[src/rtl/sqrt_operand_dispatcher_if.sv]
// Bundle of the dispatcher's handshake and data buses.
//   upstream  : valid_i / ready_o / radicand_i (+ tag_i)
//   sqrt core : sqrt_valid_o / sqrt_radicand_o out, sqrt_done_i / sqrt_root_i / sqrt_rem_i in
//   result    : result_valid_o / result_ready_i / root_o / remainder_o (+ tag_o)
//   status    : busy_o
// Optional macro SQRT_DISPATCH_TAG_EN adds the 4-bit tag_i / tag_o pair.
// slave modport = dispatcher view, master modport = environment view.
interface sqrt_operand_dispatcher_if #(
  parameter int DATA_WIDTH = 32
);
  logic                    valid_i;
  logic                    ready_o;
  logic [DATA_WIDTH-1:0]   radicand_i;
  logic                    sqrt_valid_o;
  logic [DATA_WIDTH-1:0]   sqrt_radicand_o;
  logic                    sqrt_done_i;
  logic [DATA_WIDTH/2-1:0] sqrt_root_i;
  logic [DATA_WIDTH/2:0]   sqrt_rem_i;
  logic                    result_valid_o;
  logic                    result_ready_i;
  logic [DATA_WIDTH/2-1:0] root_o;
  logic [DATA_WIDTH/2:0]   remainder_o;
  logic                    busy_o;
`ifdef SQRT_DISPATCH_TAG_EN
  logic [3:0]              tag_i;
  logic [3:0]              tag_o;

  modport slave (
    input  valid_i, radicand_i, tag_i, sqrt_done_i, sqrt_root_i, sqrt_rem_i, result_ready_i,
    output ready_o, sqrt_valid_o, sqrt_radicand_o, result_valid_o, root_o, remainder_o, tag_o, busy_o
  );
  modport master (
    output valid_i, radicand_i, tag_i, sqrt_done_i, sqrt_root_i, sqrt_rem_i, result_ready_i,
    input  ready_o, sqrt_valid_o, sqrt_radicand_o, result_valid_o, root_o, remainder_o, tag_o, busy_o
  );
`else
  modport slave (
    input  valid_i, radicand_i, sqrt_done_i, sqrt_root_i, sqrt_rem_i, result_ready_i,
    output ready_o, sqrt_valid_o, sqrt_radicand_o, result_valid_o, root_o, remainder_o, busy_o
  );
  modport master (
    output valid_i, radicand_i, sqrt_done_i, sqrt_root_i, sqrt_rem_i, result_ready_i,
    input  ready_o, sqrt_valid_o, sqrt_radicand_o, result_valid_o, root_o, remainder_o, busy_o
  );
`endif
endinterface

[src/rtl/sqrt_operand_dispatcher.sv]
// Front-end for a multi-cycle, non-pipelined square-root core. Radicands from a
// valid/ready producer are buffered in a FIFO and issued one at a time; the core's
// root/remainder is captured into a single-entry valid/ready output register.
// Ports:
//   clk_i     rising-edge clock
//   rst_n_i   asynchronous active-low reset
//   clk_en_i  clock enable; every state update is gated by it (also drives the core)
//   bus       sqrt_operand_dispatcher_if.slave (upstream, core and result buses, busy_o)
// Optional macro SQRT_DISPATCH_TAG_EN: carries a 4-bit tag from tag_i through the
// FIFO and the in-flight operation to tag_o alongside the result.
module sqrt_operand_dispatcher #(
  parameter int DATA_WIDTH = 32,
  parameter int FIFO_DEPTH = 4
) (
  input  logic                         clk_i,
  input  logic                         rst_n_i,
  input  logic                         clk_en_i,
  sqrt_operand_dispatcher_if.slave     bus
);
  localparam int RW = DATA_WIDTH / 2;
  localparam int MW = RW + 1;
  localparam int AW = $clog2(FIFO_DEPTH);
  localparam int PW = AW + 1;

  typedef enum logic [1:0] {S_IDLE, S_ISSUE, S_WAIT} state_e;

  state_e                state_q, state_d;
  logic [DATA_WIDTH-1:0] mem_q [FIFO_DEPTH];
  logic [PW-1:0]         wr_ptr_q, wr_ptr_d, rd_ptr_q, rd_ptr_d;
  logic [DATA_WIDTH-1:0] opnd_q, opnd_d;
  logic                  res_vld_q, res_vld_d;
  logic [RW-1:0]         root_q, root_d;
  logic [MW-1:0]         rem_q, rem_d;
  logic                  full, empty, push, pop, capture, res_take, sqrt_vld;

  // Extra pointer MSB distinguishes full from empty when the index bits match.
  assign full  = (wr_ptr_q[AW] != rd_ptr_q[AW]) && (wr_ptr_q[AW-1:0] == rd_ptr_q[AW-1:0]);
  assign empty = (wr_ptr_q == rd_ptr_q);

  // ready_o looks only at registered pointers, so a pop never frees space the same cycle.
  assign push     = clk_en_i & bus.valid_i & ~full;
  // Issue is held off while a result is still waiting downstream.
  assign pop      = clk_en_i & (state_q == S_IDLE) & ~empty & ~res_vld_q;
  assign capture  = clk_en_i & (state_q == S_WAIT) & bus.sqrt_done_i;
  assign res_take = clk_en_i & res_vld_q & bus.result_ready_i;

  // FSM: state register
  always_ff @(posedge clk_i or negedge rst_n_i) begin
    if (!rst_n_i) state_q <= S_IDLE;
    else          state_q <= state_d;
  end

  // FSM: next state
  always_comb begin
    state_d = state_q;
    if (clk_en_i) begin
      unique case (state_q)
        S_IDLE:  if (!empty && !res_vld_q) state_d = S_ISSUE;
        S_ISSUE: state_d = S_WAIT;
        S_WAIT:  if (bus.sqrt_done_i) state_d = S_IDLE;
        default: state_d = S_IDLE;
      endcase
    end
  end

  // FSM: outputs
  always_comb begin
    sqrt_vld = 1'b0;
    if (state_q == S_ISSUE) sqrt_vld = 1'b1;
  end

  // Datapath next-state
  always_comb begin
    wr_ptr_d  = wr_ptr_q;
    rd_ptr_d  = rd_ptr_q;
    opnd_d    = opnd_q;
    res_vld_d = res_vld_q;
    root_d    = root_q;
    rem_d     = rem_q;
    if (push) wr_ptr_d = wr_ptr_q + PW'(1);
    if (pop) begin
      rd_ptr_d = rd_ptr_q + PW'(1);
      opnd_d   = mem_q[rd_ptr_q[AW-1:0]];
    end
    // capture and res_take never coincide: WAIT implies no result is pending.
    if (capture) begin
      res_vld_d = 1'b1;
      root_d    = bus.sqrt_root_i;
      rem_d     = bus.sqrt_rem_i;
    end else if (res_take) begin
      res_vld_d = 1'b0;
    end
  end

  always_ff @(posedge clk_i or negedge rst_n_i) begin
    if (!rst_n_i) begin
      wr_ptr_q  <= '0;
      rd_ptr_q  <= '0;
      opnd_q    <= '0;
      res_vld_q <= 1'b0;
      root_q    <= '0;
      rem_q     <= '0;
    end else begin
      wr_ptr_q  <= wr_ptr_d;
      rd_ptr_q  <= rd_ptr_d;
      opnd_q    <= opnd_d;
      res_vld_q <= res_vld_d;
      root_q    <= root_d;
      rem_q     <= rem_d;
    end
  end

  // Storage array needs no reset; pointers define its valid contents.
  always_ff @(posedge clk_i) begin
    if (push) mem_q[wr_ptr_q[AW-1:0]] <= bus.radicand_i;
  end

`ifdef SQRT_DISPATCH_TAG_EN
  logic [3:0] tag_mem_q [FIFO_DEPTH];
  logic [3:0] tag_hold_q, tag_hold_d, tag_q, tag_d;

  always_comb begin
    tag_hold_d = tag_hold_q;
    tag_d      = tag_q;
    if (pop)     tag_hold_d = tag_mem_q[rd_ptr_q[AW-1:0]];
    if (capture) tag_d      = tag_hold_q;
  end

  always_ff @(posedge clk_i or negedge rst_n_i) begin
    if (!rst_n_i) begin
      tag_hold_q <= '0;
      tag_q      <= '0;
    end else begin
      tag_hold_q <= tag_hold_d;
      tag_q      <= tag_d;
    end
  end

  always_ff @(posedge clk_i) begin
    if (push) tag_mem_q[wr_ptr_q[AW-1:0]] <= bus.tag_i;
  end

  assign bus.tag_o = tag_q;
`endif

  assign bus.ready_o         = ~full;
  assign bus.sqrt_valid_o    = sqrt_vld;
  assign bus.sqrt_radicand_o = opnd_q;
  assign bus.result_valid_o  = res_vld_q;
  assign bus.root_o          = root_q;
  assign bus.remainder_o     = rem_q;
  assign bus.busy_o          = (state_q != S_IDLE) | ~empty | res_vld_q;
endmodule

[src/flat_wrapper.sv]
// flat-port wrapper written by rule: the top's interface ports become plain ports
module sqrt_operand_dispatcher_flat 
#(
  parameter int DATA_WIDTH = 32,
  parameter int FIFO_DEPTH = 4
)
  (clk_i, rst_n_i, clk_en_i, bus_valid_i, bus_radicand_i, bus_sqrt_done_i, bus_sqrt_root_i, bus_sqrt_rem_i, bus_result_ready_i, bus_ready_o, bus_sqrt_valid_o, bus_sqrt_radicand_o, bus_result_valid_o, bus_root_o, bus_remainder_o, bus_busy_o);
  sqrt_operand_dispatcher_if #(.DATA_WIDTH(DATA_WIDTH)) bus_i ();
  input  logic clk_i;
  input  logic rst_n_i;
  input  logic clk_en_i;
  input wire logic [$bits(bus_i.valid_i)-1:0] bus_valid_i;
  input wire logic [$bits(bus_i.radicand_i)-1:0] bus_radicand_i;
  input wire logic [$bits(bus_i.sqrt_done_i)-1:0] bus_sqrt_done_i;
  input wire logic [$bits(bus_i.sqrt_root_i)-1:0] bus_sqrt_root_i;
  input wire logic [$bits(bus_i.sqrt_rem_i)-1:0] bus_sqrt_rem_i;
  input wire logic [$bits(bus_i.result_ready_i)-1:0] bus_result_ready_i;
  output wire logic [$bits(bus_i.ready_o)-1:0] bus_ready_o;
  output wire logic [$bits(bus_i.sqrt_valid_o)-1:0] bus_sqrt_valid_o;
  output wire logic [$bits(bus_i.sqrt_radicand_o)-1:0] bus_sqrt_radicand_o;
  output wire logic [$bits(bus_i.result_valid_o)-1:0] bus_result_valid_o;
  output wire logic [$bits(bus_i.root_o)-1:0] bus_root_o;
  output wire logic [$bits(bus_i.remainder_o)-1:0] bus_remainder_o;
  output wire logic [$bits(bus_i.busy_o)-1:0] bus_busy_o;
  assign bus_i.valid_i = bus_valid_i;
  assign bus_i.radicand_i = bus_radicand_i;
  assign bus_i.sqrt_done_i = bus_sqrt_done_i;
  assign bus_i.sqrt_root_i = bus_sqrt_root_i;
  assign bus_i.sqrt_rem_i = bus_sqrt_rem_i;
  assign bus_i.result_ready_i = bus_result_ready_i;
  assign bus_ready_o = bus_i.ready_o;
  assign bus_sqrt_valid_o = bus_i.sqrt_valid_o;
  assign bus_sqrt_radicand_o = bus_i.sqrt_radicand_o;
  assign bus_result_valid_o = bus_i.result_valid_o;
  assign bus_root_o = bus_i.root_o;
  assign bus_remainder_o = bus_i.remainder_o;
  assign bus_busy_o = bus_i.busy_o;
  sqrt_operand_dispatcher #(.DATA_WIDTH(DATA_WIDTH), .FIFO_DEPTH(FIFO_DEPTH)) u_core (.clk_i(clk_i), .rst_n_i(rst_n_i), .clk_en_i(clk_en_i), .bus(bus_i));
endmodule
[config.mk]
export PLATFORM = sky130hd
export DESIGN_NAME = sqrt_operand_dispatcher_flat
export DESIGN_NICKNAME = d
export VERILOG_FILES = /design/src/rtl/sqrt_operand_dispatcher_if.sv /design/src/rtl/sqrt_operand_dispatcher.sv /design/src/flat_wrapper.sv
export SDC_FILE = /design/constraint.sdc
export NUM_CORES = 1
export LEC_CHECK = 0
export CORE_ASPECT_RATIO = 0.8
export CORE_MARGIN = 4
export CORE_UTILIZATION = 35
export CTS_CLUSTER_SIZE = 25
export DETAILED_ROUTE_END_ITERATION = 16
export PLACE_DENSITY_LB_ADDON = 0.2
export SLEW_MARGIN = 20
export SYNTH_ARGS = -nofsm -noshare
export SYNTH_HDL_FRONTEND = slang
export SYNTH_SLANG_ARGS = --single-unit
[constraint.sdc]
create_clock -name clk_i -period 3.5 [get_ports clk_i]
set_clock_uncertainty 0.15 [all_clocks]
set_input_delay 0.7 -clock clk_i [delete_from_list [all_inputs] [get_ports clk_i]]
set_output_delay 0.7 -clock clk_i [all_outputs]
set_load 0.1 [all_outputs]
# Yosys cells after proc, flatten, opt, wreduce, memory -nomap -nowiden
# Memory sizes are Yosys's and may differ from the RTL's. A register that Yosys moved wholly into a read port is not among the register bits.
# Cells that the tools add are included.
# op_classes
bitwise_logic	14
reduce_logical	9
mux	8
n_eq_ne	7
addsub	2
# op_table
op	n
1-bit AND	9
3-bit by 1-bit adder with 3-bit output, second input constant	2
2-bit case mux with 3 select lines	1
1-bit 2-to-1 mux	5
2-bit 2-to-1 mux	2
2-bit != test, second input constant	2
2-bit nonzero test	2
3-bit == test	1
1-bit logical NOT	3
1-bit NOT	3
3-bit AND reduction	1
2-bit by 1-bit == test with 1-bit output, second input constant	1
2-bit == test	1
2-bit == test, second input constant	1
1-bit logical AND	2
2-bit logical NOT	1
1-bit OR	2
1-bit != test	1
# word_totals
ff_bits	42
inputBits	71
ramBits	128
out_inout_bits	69
memories	1
# mem_list
memory	depth	width	rd	rd_clocked_by_memory_dff	write_ports	line_no	text
u_core.mem_q	4	32	1	1	1	sqrt_operand_dispatcher.sv:28	logic [DATA_WIDTH-1:0] mem_q [FIFO_DEPTH];

# Logic depth before layout (Yosys ltp)
# Gate-level depths: netlist of the first run.
# depth
word_depth	6
ltp_mapped	6
depth_no_buf	3

# Least setup slack after synthesis of the first run
# No wires, ideal clock.
# synth_path
kind	flip-flop to output port
start	reg u_core.state_q[0]
end	out bus_sqrt_valid_o
path_slack_ps	874
n_path_buf	0
stages_incl_launch_ff	2
required_time_ps	2650
arrival_ps	1776
path_cell_list	dfrtp_1 > nor2b_1
# synth_via
elab_chain_cells	2
# synth_lines
element	line_no	text
start: declaration	sqrt_operand_dispatcher.sv:27	state_e state_q, state_d;
start signal: assignment	sqrt_operand_dispatcher.sv:50	else state_q <= state_d;
2-bit by 1-bit == test with 1-bit output	sqrt_operand_dispatcher.sv:69	if (state_q == S_ISSUE) sqrt_vld = 1'b1;
1-bit 2-to-1 mux	sqrt_operand_dispatcher.sv:69	
end: declaration	flat_wrapper.sv:19	output wire logic [$bits(bus_i.sqrt_valid_o)-1:0] bus_sqrt_valid_o;
# No other way between the ends.

# Worst setup path after layout of the first run
# layout_path
start	reg u_core.wr_ptr_q[1]
end	out bus_busy_o
# layout_via
elab_chain_cells	4
# layout_lines
element	line_no	text
start: declaration	sqrt_operand_dispatcher.sv:29	logic [PW-1:0] wr_ptr_q, wr_ptr_d, rd_ptr_q, rd_ptr_d;
start signal: assignment	sqrt_operand_dispatcher.sv:104	wr_ptr_q <= wr_ptr_d;
3-bit == test	sqrt_operand_dispatcher.sv:38	assign empty = (wr_ptr_q == rd_ptr_q);
1-bit NOT	sqrt_operand_dispatcher.sv:152	assign bus.busy_o = (state_q != S_IDLE) | ~empty | res_vld_q;
1-bit OR (2 in series)	sqrt_operand_dispatcher.sv:152	
end: declaration	flat_wrapper.sv:24	output wire logic [$bits(bus_i.busy_o)-1:0] bus_busy_o;
# No other way between the ends.

==> results.md, run 1 <==
Run status:
- The flow ran to the end, and the final reports show no timing, DRC or antenna violations.

Critical path:
- The worst-case reg-to-reg path depth is 4.
- STA classifies the critical path endpoint as an output pin.
- The slowest stage of the critical path belongs to the cell sky130_fd_sc_hd__dfrtp_1.
- The critical path in this run is classified as flop to output pin.
- The worst reg2reg path endpoint is u_core.mem_q[3][20].
- The critical path goes through xor2_1, nor2_1, nand3_1, buf_12.
- The launching instance or port of the critical path is u_core.wr_ptr_q[1].
- STA puts the critical path data required time at 2650 ps.
- Data on the critical path arrives at its endpoint at 1760 ps.
- The launching point of the worst reg2reg path is u_core.wr_ptr_q[0].
- The maximum fanout along the worst path is 5.
- The type of origin of the critical path is a flop.
- The slack of the worst reg-to-reg path is 1230 ps.
- The delay contributed by the slowest stage of the critical path is 440 ps.

CTS:
- TritonCTS created 21 clock buffers.
- The number of resized instances in the post-cts repair step is 0.
- Clock latency on the worst-skew pair, taken at its later pin, is 490 ps.
- The TritonCTS clock tree is yes.
- In this run the clock root is driven by a sky130_fd_sc_hd__clkbuf_16.
- Buffers added to address setup during post-CTS repair amount to 0.
- The number of levels in the clock H-tree is 1.
- After clock tree synthesis, the clock-pin slew on the worst setup and hold paths is 70 ps.
- Clock tree synthesis found a total of 202 sinks.
- The number of hold-repair buffers added at the cts stage is 0.
- Counting along the longest clock path gives a buffer depth of 3.

Die:
- The initial utilization of the core area, before any placement, comes to 35.6%.
- The die covers 24400 um2.
- 140 I/O pins were placed.
- The die is 140 um tall.
- The horizontal die dimension is 173 um.
- The floorplan step defined a core boundary enclosing 21600 um2.
- The floorplan has 48 rows.

Routing:
- The routed design has 14.9 mm of wire.
- The routed wirelength normalized by instance count is between 15 and 20 um.
- The iteration count of the initial detailed-routing pass is 4.
- Summing over every cut layer, the via total after detailed routing is 3744.
- For this run, design rule violations remaining after detail routing come to 0.
- The via count normalized by instance count is 4.68.
- The remaining number of nets flagged by the antenna check after routing is 0.
- The number of DRC markers after the initial detailed-route iteration is 152.

Timing:
- The time the worst path needs with I/O delays and setup is 2610 ps.
- Based on the critical path, the design can be clocked at up to 383 MHz.
- The number of max-slew violations in the final report is 0.
- The fraction of the cycle the final worst path needs is 74.7%.
- Setup violations remaining at the end of the flow were counted as 0.
- The actual slew at the worst max-slew pin is 732 ps.
- Final hold analysis gives a worst-case slack of 82.0 ps.
- The final-layout setup total negative slack is 0 ps.
- Measured against its own limit, the worst slew margin works out to 51.2%.
- Setup repair after global routing left no endpoint under its margin.
- The final hold violation count is 0.

Global routing:
- The leftover overflow at the end of global routing is 0.
- Global routing used ~12% of the available tracks.
- The wire length of the first global-routing pass is 23.5 mm.
- The largest net degree at the start of global routing is 75.
- The initial antenna violation count was 0.
- The via count of the first global-routing pass is 4166.

Run:
- The max capacitance violation total is 0.

Yosys:
- The Yosys warning count is 0.
- The cell accounting for the most synthesized area is sky130_fd_sc_hd__edfxtp_1.
- The number of nets in the synthesized netlist is 430.
- The gate count of the mapped netlist is 354.
- The simple logic cell fraction of the synthesized area is 1.01%.
- The XOR/XNOR share of the synthesized area is 1.01%.
- The adder and majority gate portion of the synthesized area is 0.816%.
- Yosys attributes the largest share of cell area to sky130_fd_sc_hd__edfxtp_1 (50%), sky130_fd_sc_hd__dfrtp_1 (24%), sky130_fd_sc_hd__mux4_2 (9.4%).
- Summing the areas of all compound-gate instances in the mapped netlist gives 0.734% of the synthesized area.
- The top cell type's share of synthesized area is 50.1%.
- The average footprint of a synthesized cell is between 20 and 25 um2.
- After synthesis, the largest family of logic cells by area is multiplexers.
- Of the synthesized area, sequential elements account for 74.3%.
- Synthesis inferred about 200 register bits.
- The synthesized netlist contains 26 unique library cells.
- Multiplexer cells account for 20.6% of the synthesized area.
- Summing every instance area after synthesis gives 7670 um2.

Layout:
- The number of nets in the final layout is 587.
- The repair_antennas step left the layout with diodes totalling 0.
- Of the cells placed in the final design, the portion with a size suffix greater than 1 is roughly two fifths.
- Relative to the synthesized area, the layout overhead comes to 30.3%.
- After filler insertion, the fill cell instance count of the layout stands at 1829.

Worst hold path:
- The path class of the lowest-slack min-delay path is input port to asynchronous set/reset pin.

Placed design:
- The final weighted congestion in routability-driven placement is 0.699.
- Buffers placed on the I/O ports in this run total around 140.
- The detailed placer's ending HPWL is 9.51 mm.
## worst max-delay path by stage
stage / cells after the start / slack, ps / to
floorplan: 1 / 870 / bus_sqrt_valid_o
global placement: 5 / 550 / u_core.mem_q[0][30]
detailed placement: 5 / 520 / u_core.mem_q[0][5]
CTS: 4 / 870 / bus_busy_o
global route: 4 / 790 / bus_busy_o
finish: 4 / 890 / bus_busy_o
## sequential cells by signal (all words and copies together) (netlist names)
register and cells:
u_core.bus.remainder_o 17, u_core.bus.result_valid_o 1, u_core.bus.root_o 16, u_core.bus.sqrt_radicand_o 32
u_core.mem_q 128, u_core.rd_ptr_q 3, u_core.state_q 2, u_core.wr_ptr_q 3
## critical path, delay by kind of cell (launching register included)
family / cells / cell delay [ps]
simple gates: 2 / 280
flops: 1 / 440
buf+inv: 1 / 200
xor+xnor: 1 / 360
## kinds of logic (layout without fill, tap and decap cells)
| logic type | after synthesis | count (layout) |
|---|---|---|
| compound gates | 7 | 7 |
| xor+xnor | 8 | 8 |
| fa+ha+maj | 5 | 5 |
| buf+inv | 19 | 190 |
| flops | 202 | 202 |
| mux | 99 | 99 |
| simple gates | 14 | 14 |
## cell usage after synthesis, drive strengths merged
cell type	instances
a22o	1
mux4	32
xnor2	4
nor3	1
o21ai	1
inv	4
mux2	67
edfxtp	128
nand4b	1
dfrtp	74
ha	5
nand2	4
and2	4
a21o	1
nand3	1
nor4b	1
buf	12
clkbuf	3
o31a	2
nor2	1
xor2	4
o311ai	2
nor2b	1
## cell usage in the layout (no fill, tap or decap), drive strengths merged, types with 2 or more instances in the layout
master and instances:
edfxtp 128, buf 80, dfrtp 74, clkdlybuf4s50 69
mux2 67, mux4 32, clkbuf 27, clkinv 6
ha 5, xnor2 4, nand2 4, bufinv 4
inv 4, xor2 4, and2 4, o311ai 2
o31a 2
## metrics by stage
step                cell area, um2  setup WS [ps]  util, %  std cells
finish                        9990            887     46.3        800
global route                  9990            793     46.3        800
CTS                           9990            868     46.3        800
detailed placement            9270            520     43.0        763
global placement              9270            546     43.0        763
floorplan                     7670            874        -        354
## per-layer routing
metal | track usage, % | wire length (um)
met2 | 20.4 | 7310
met4 | 3.53 | 325
met1 | 16.0 | 6500
met3 | 2.89 | 786
met5 | 0 | 0
## cell type report
type                       count  area [um2]  share of cell area (%)
clock inverter                10         149                    1.49
inverter                       4        15.0                   0.150
clock buffer                  27         568                    5.69
tap                          275         344                    3.44
multi-input combinational    133        1860                    18.6
timing repair buffer         149        1360                    13.6
sequential                   202        5700                    57.0
Power of run 1 is not shown: default switching activity piles up to over one toggle a cycle in this logic, so the estimate is an artifact.
==> inputs of run 2 (changes only) <==
==> constraint.sdc (replaced) <==
create_clock -name clk_i -period 2.59 [get_ports clk_i]
set_clock_uncertainty 0.15 [all_clocks]
set_input_delay 0.518 -clock clk_i [delete_from_list [all_inputs] [get_ports clk_i]]
set_output_delay 0.518 -clock clk_i [all_outputs]
set_load 0.1 [all_outputs]
==> results.md, run 2 (synthesis results as in run 1) <==
Run status:
- The run finished with clean final reports.

CTS:
- The number of CTS-inserted buffers is 21 (unchanged).
- The number of resized instances in the post-cts repair step is 0 (unchanged).
- The number of hold-repair buffers added at the cts stage is 1 (+1).
- The clock transition at the register clock pins on the worst setup and hold paths after CTS came to 60 ps (about the same).
- The clock network latency to the later pin of the worst-skew pair was 490 ps (about the same).
- The number of buffers on the longest clock path was 3 (unchanged).
- The count of clock tree sinks was 202 (unchanged).
- The library cell used as clock root buffer is sky130_fd_sc_hd__clkbuf_16.
- The TritonCTS clock tree is yes.
- The number of levels in the clock H-tree was 1 (unchanged).
- The number of buffers inserted by post-CTS setup repair was 0 (unchanged).

Die:
- The placement row count is 48 (unchanged).
- The horizontal die dimension came to 173 um (unchanged).
- The total die area is 24400 um2 (unchanged).
- The number of primary I/O pins came to 140 (unchanged).
- The core area was 21600 um2 (unchanged).
- The initial standard-cell utilization of the core is 35.6% (unchanged).
- The die height is 140 um (unchanged).

Timing:
- The headroom to the max-slew limit is 53.4% (+2.2 points).
- The fraction of the cycle the final worst path needs is 91.9%.
- The actual slew at the worst max-slew pin is 691 ps (-41.6 ps).
- The final setup violation count is 0 (unchanged).
- Subtracting the final worst setup slack from the clock period gives 2380 ps.
- Setup repair after global routing left no endpoint under its margin.
- The timing-limited maximum frequency is 420 MHz.
- The number of max-slew violations in the final report is 0 (unchanged).
- The worst-case setup margin in the final layout is 209 ps (-678 ps).
- The final hold violation count came to 0 (unchanged).

Critical path:
- The critical setup path kind is flop to output pin.
- The type of origin of the critical path is a flop.
- The maximum fanout along the worst path is 5 (unchanged).
- The required time reported for the critical path endpoint is 1920 ps (-730 ps).
- The critical path endpoint category is an output pin.
- The data arrival time at the worst-slack endpoint is 1710 ps (-50 ps).

Layout:
- The share of layout cells above drive strength 1 is 42.0% (+0.31 points).
- The area added between synthesis and finish is 31.9%.
- The number of nets in the final layout is 595 (+1.4%).
- The number of flip-flops in the largest register is 128 (unchanged).
- The number of antenna diodes was 0 (unchanged).
- The total of fill cells in the finished design came to 1801 (-1.5%).
- Leaving out fill and tap cells, the most frequent cell in the layout is sky130_fd_sc_hd__edfxtp_1.
- The design area is 10100 um2 (+1.2%).
- The count of non-filler cells in the finished layout is 808 (+1.0%).
- Leaving out fill and tap cells, the most frequent cells in the layout are sky130_fd_sc_hd__edfxtp_1 (128), sky130_fd_sc_hd__buf_4 (74), sky130_fd_sc_hd__dfrtp_1 (72).

Placed design:
- The worst setup timing slack at the placement stage is -35.8 ps (-556 ps).
- The final weighted congestion in routability-driven placement is 0.689 (-1.5%).
- The placed cell count came to 770 (+0.92%).
- The detailed placer's ending HPWL is 9.93 mm (+4.4%).
- The total of buffers placed on input and output ports is 139 (unchanged).
- The area of placed instances is 9420 um2 (+1.6%).

Routing:
- The via count normalized by instance count came to 4.72 (+0.89%).
- The number of remaining DRC errors is 0 (unchanged).
- The met3 routed wirelength is 819 um (+4.2%).
- The detailed-route wire length on metal 1 is 6.64 mm (+2.3%).
- The total length of routed wires is 15.1 mm (+1.5%).
- The via count is 3815 (+1.9%).
- Routed signal wires occupy layers up through met4.
- The met2 wirelength from detailed routing was 7.35 mm (+0.53%).
- The iteration count of the initial detailed-routing pass came to 4 (unchanged).
- The routed wirelength normalized by instance count is 18.7 um (+0.50%).
- The number of DRC markers after the initial detailed-route iteration is 164 (+7.9%).
- The remaining number of nets flagged by the antenna check after routing is 0 (unchanged).

Worst hold path:
- The path class of the tightest hold or removal check is flop to flop.

Global routing:
- The leftover overflow at the end of global routing came to 0 (unchanged).
- The total routing usage reported by global routing is 12.5% (+0.35 points).
- The wire length of the first global-routing pass is 24.1 mm (+2.7%).
- The via count of the first global-routing pass is 4268 (+2.4%).
- The initial antenna violation count is 0 (unchanged).
- The largest net degree at the start of global routing is 41 (-45%).

Run:
- The max capacitance violation total came to 0 (unchanged).
-- run 2: cell count changes in the layout (fill, tap and decap cells not counted) --
| cell | before | now |
|---|---|---|
| sky130_fd_sc_hd__buf_12 | 5 | 13 |
| sky130_fd_sc_hd__clkinv_2 | 5 | 1 |
| sky130_fd_sc_hd__bufinv_16 | 4 | 2 |
| sky130_fd_sc_hd__clkinvlp_4 | 0 | 2 |
| sky130_fd_sc_hd__buf_6 | 1 | 0 |
| sky130_fd_sc_hd__clkbuf_1 | 4 | 5 |
| sky130_fd_sc_hd__clkinv_1 | 1 | 2 |
| sky130_fd_sc_hd__clkinv_4 | 0 | 1 |
| sky130_fd_sc_hd__dlygate4sd3_1 | 0 | 1 |
| sky130_fd_sc_hd__inv_6 | 0 | 1 |
-- run 2: worst max-delay path, stage by stage (launching register included) --
cell and delay [ps]:
sky130_fd_sc_hd__dfrtp_1 430, sky130_fd_sc_hd__xor2_1 350, sky130_fd_sc_hd__nor2_1 100, sky130_fd_sc_hd__nand3_1 150
sky130_fd_sc_hd__buf_12 190
-- run 2: layer usage --
metal | vias up | track usage, %
li1 | 1719 | -
met1 | 1968 | 16.8
met2 | 99 | 20.8
met3 | 29 | 2.83
met4 | 0 | 3.48
met5 | - | 0
-- run 2: path summary, 6_finish.rpt --
kind	from	endpoint	slack [ps]	cells after the start
worst max-delay path	u_core.wr_ptr_q[1]	bus_busy_o	210	4
worst min-delay path	u_core.bus.remainder_o[7]	u_core.bus.remainder_o[7]	360	1
worst max register to register	u_core.rd_ptr_q[0]	u_core.mem_q[3][14]	520	4
worst min register to register	u_core.bus.remainder_o[7]	u_core.bus.remainder_o[7]	360	1
max in group asynchronous	rst_n_i	u_core.bus.remainder_o[14]	1130	3
min in group asynchronous	rst_n_i	u_core.bus.sqrt_radicand_o[9]	410	2
-- run 2: area by class of cell --
type                            count  area, um2  share of cell area [%]
Clock buffer                       28        572                    5.66
Clock inverter                      9        105                    1.04
Inverter                            4       15.0                   0.149
Multi-Input combinational cell    133       1860                    18.4
Sequential cell                   202       5700                    56.4
Tap cell                          275        344                    3.40
Timing Repair Buffer              157       1520                    15.0
-- run 2: per-stage QoR --
stage               utilization, %  hold WS [ps]  setup TNS (ps)
floorplan                        -          72.4               0
global placement              43.7           341               0
detailed placement            43.7           346            -658
CTS                           46.9           361               0
global route                  46.9           370               0
finish                        46.9           357               0
Power of run 2 is left out for the same reason.
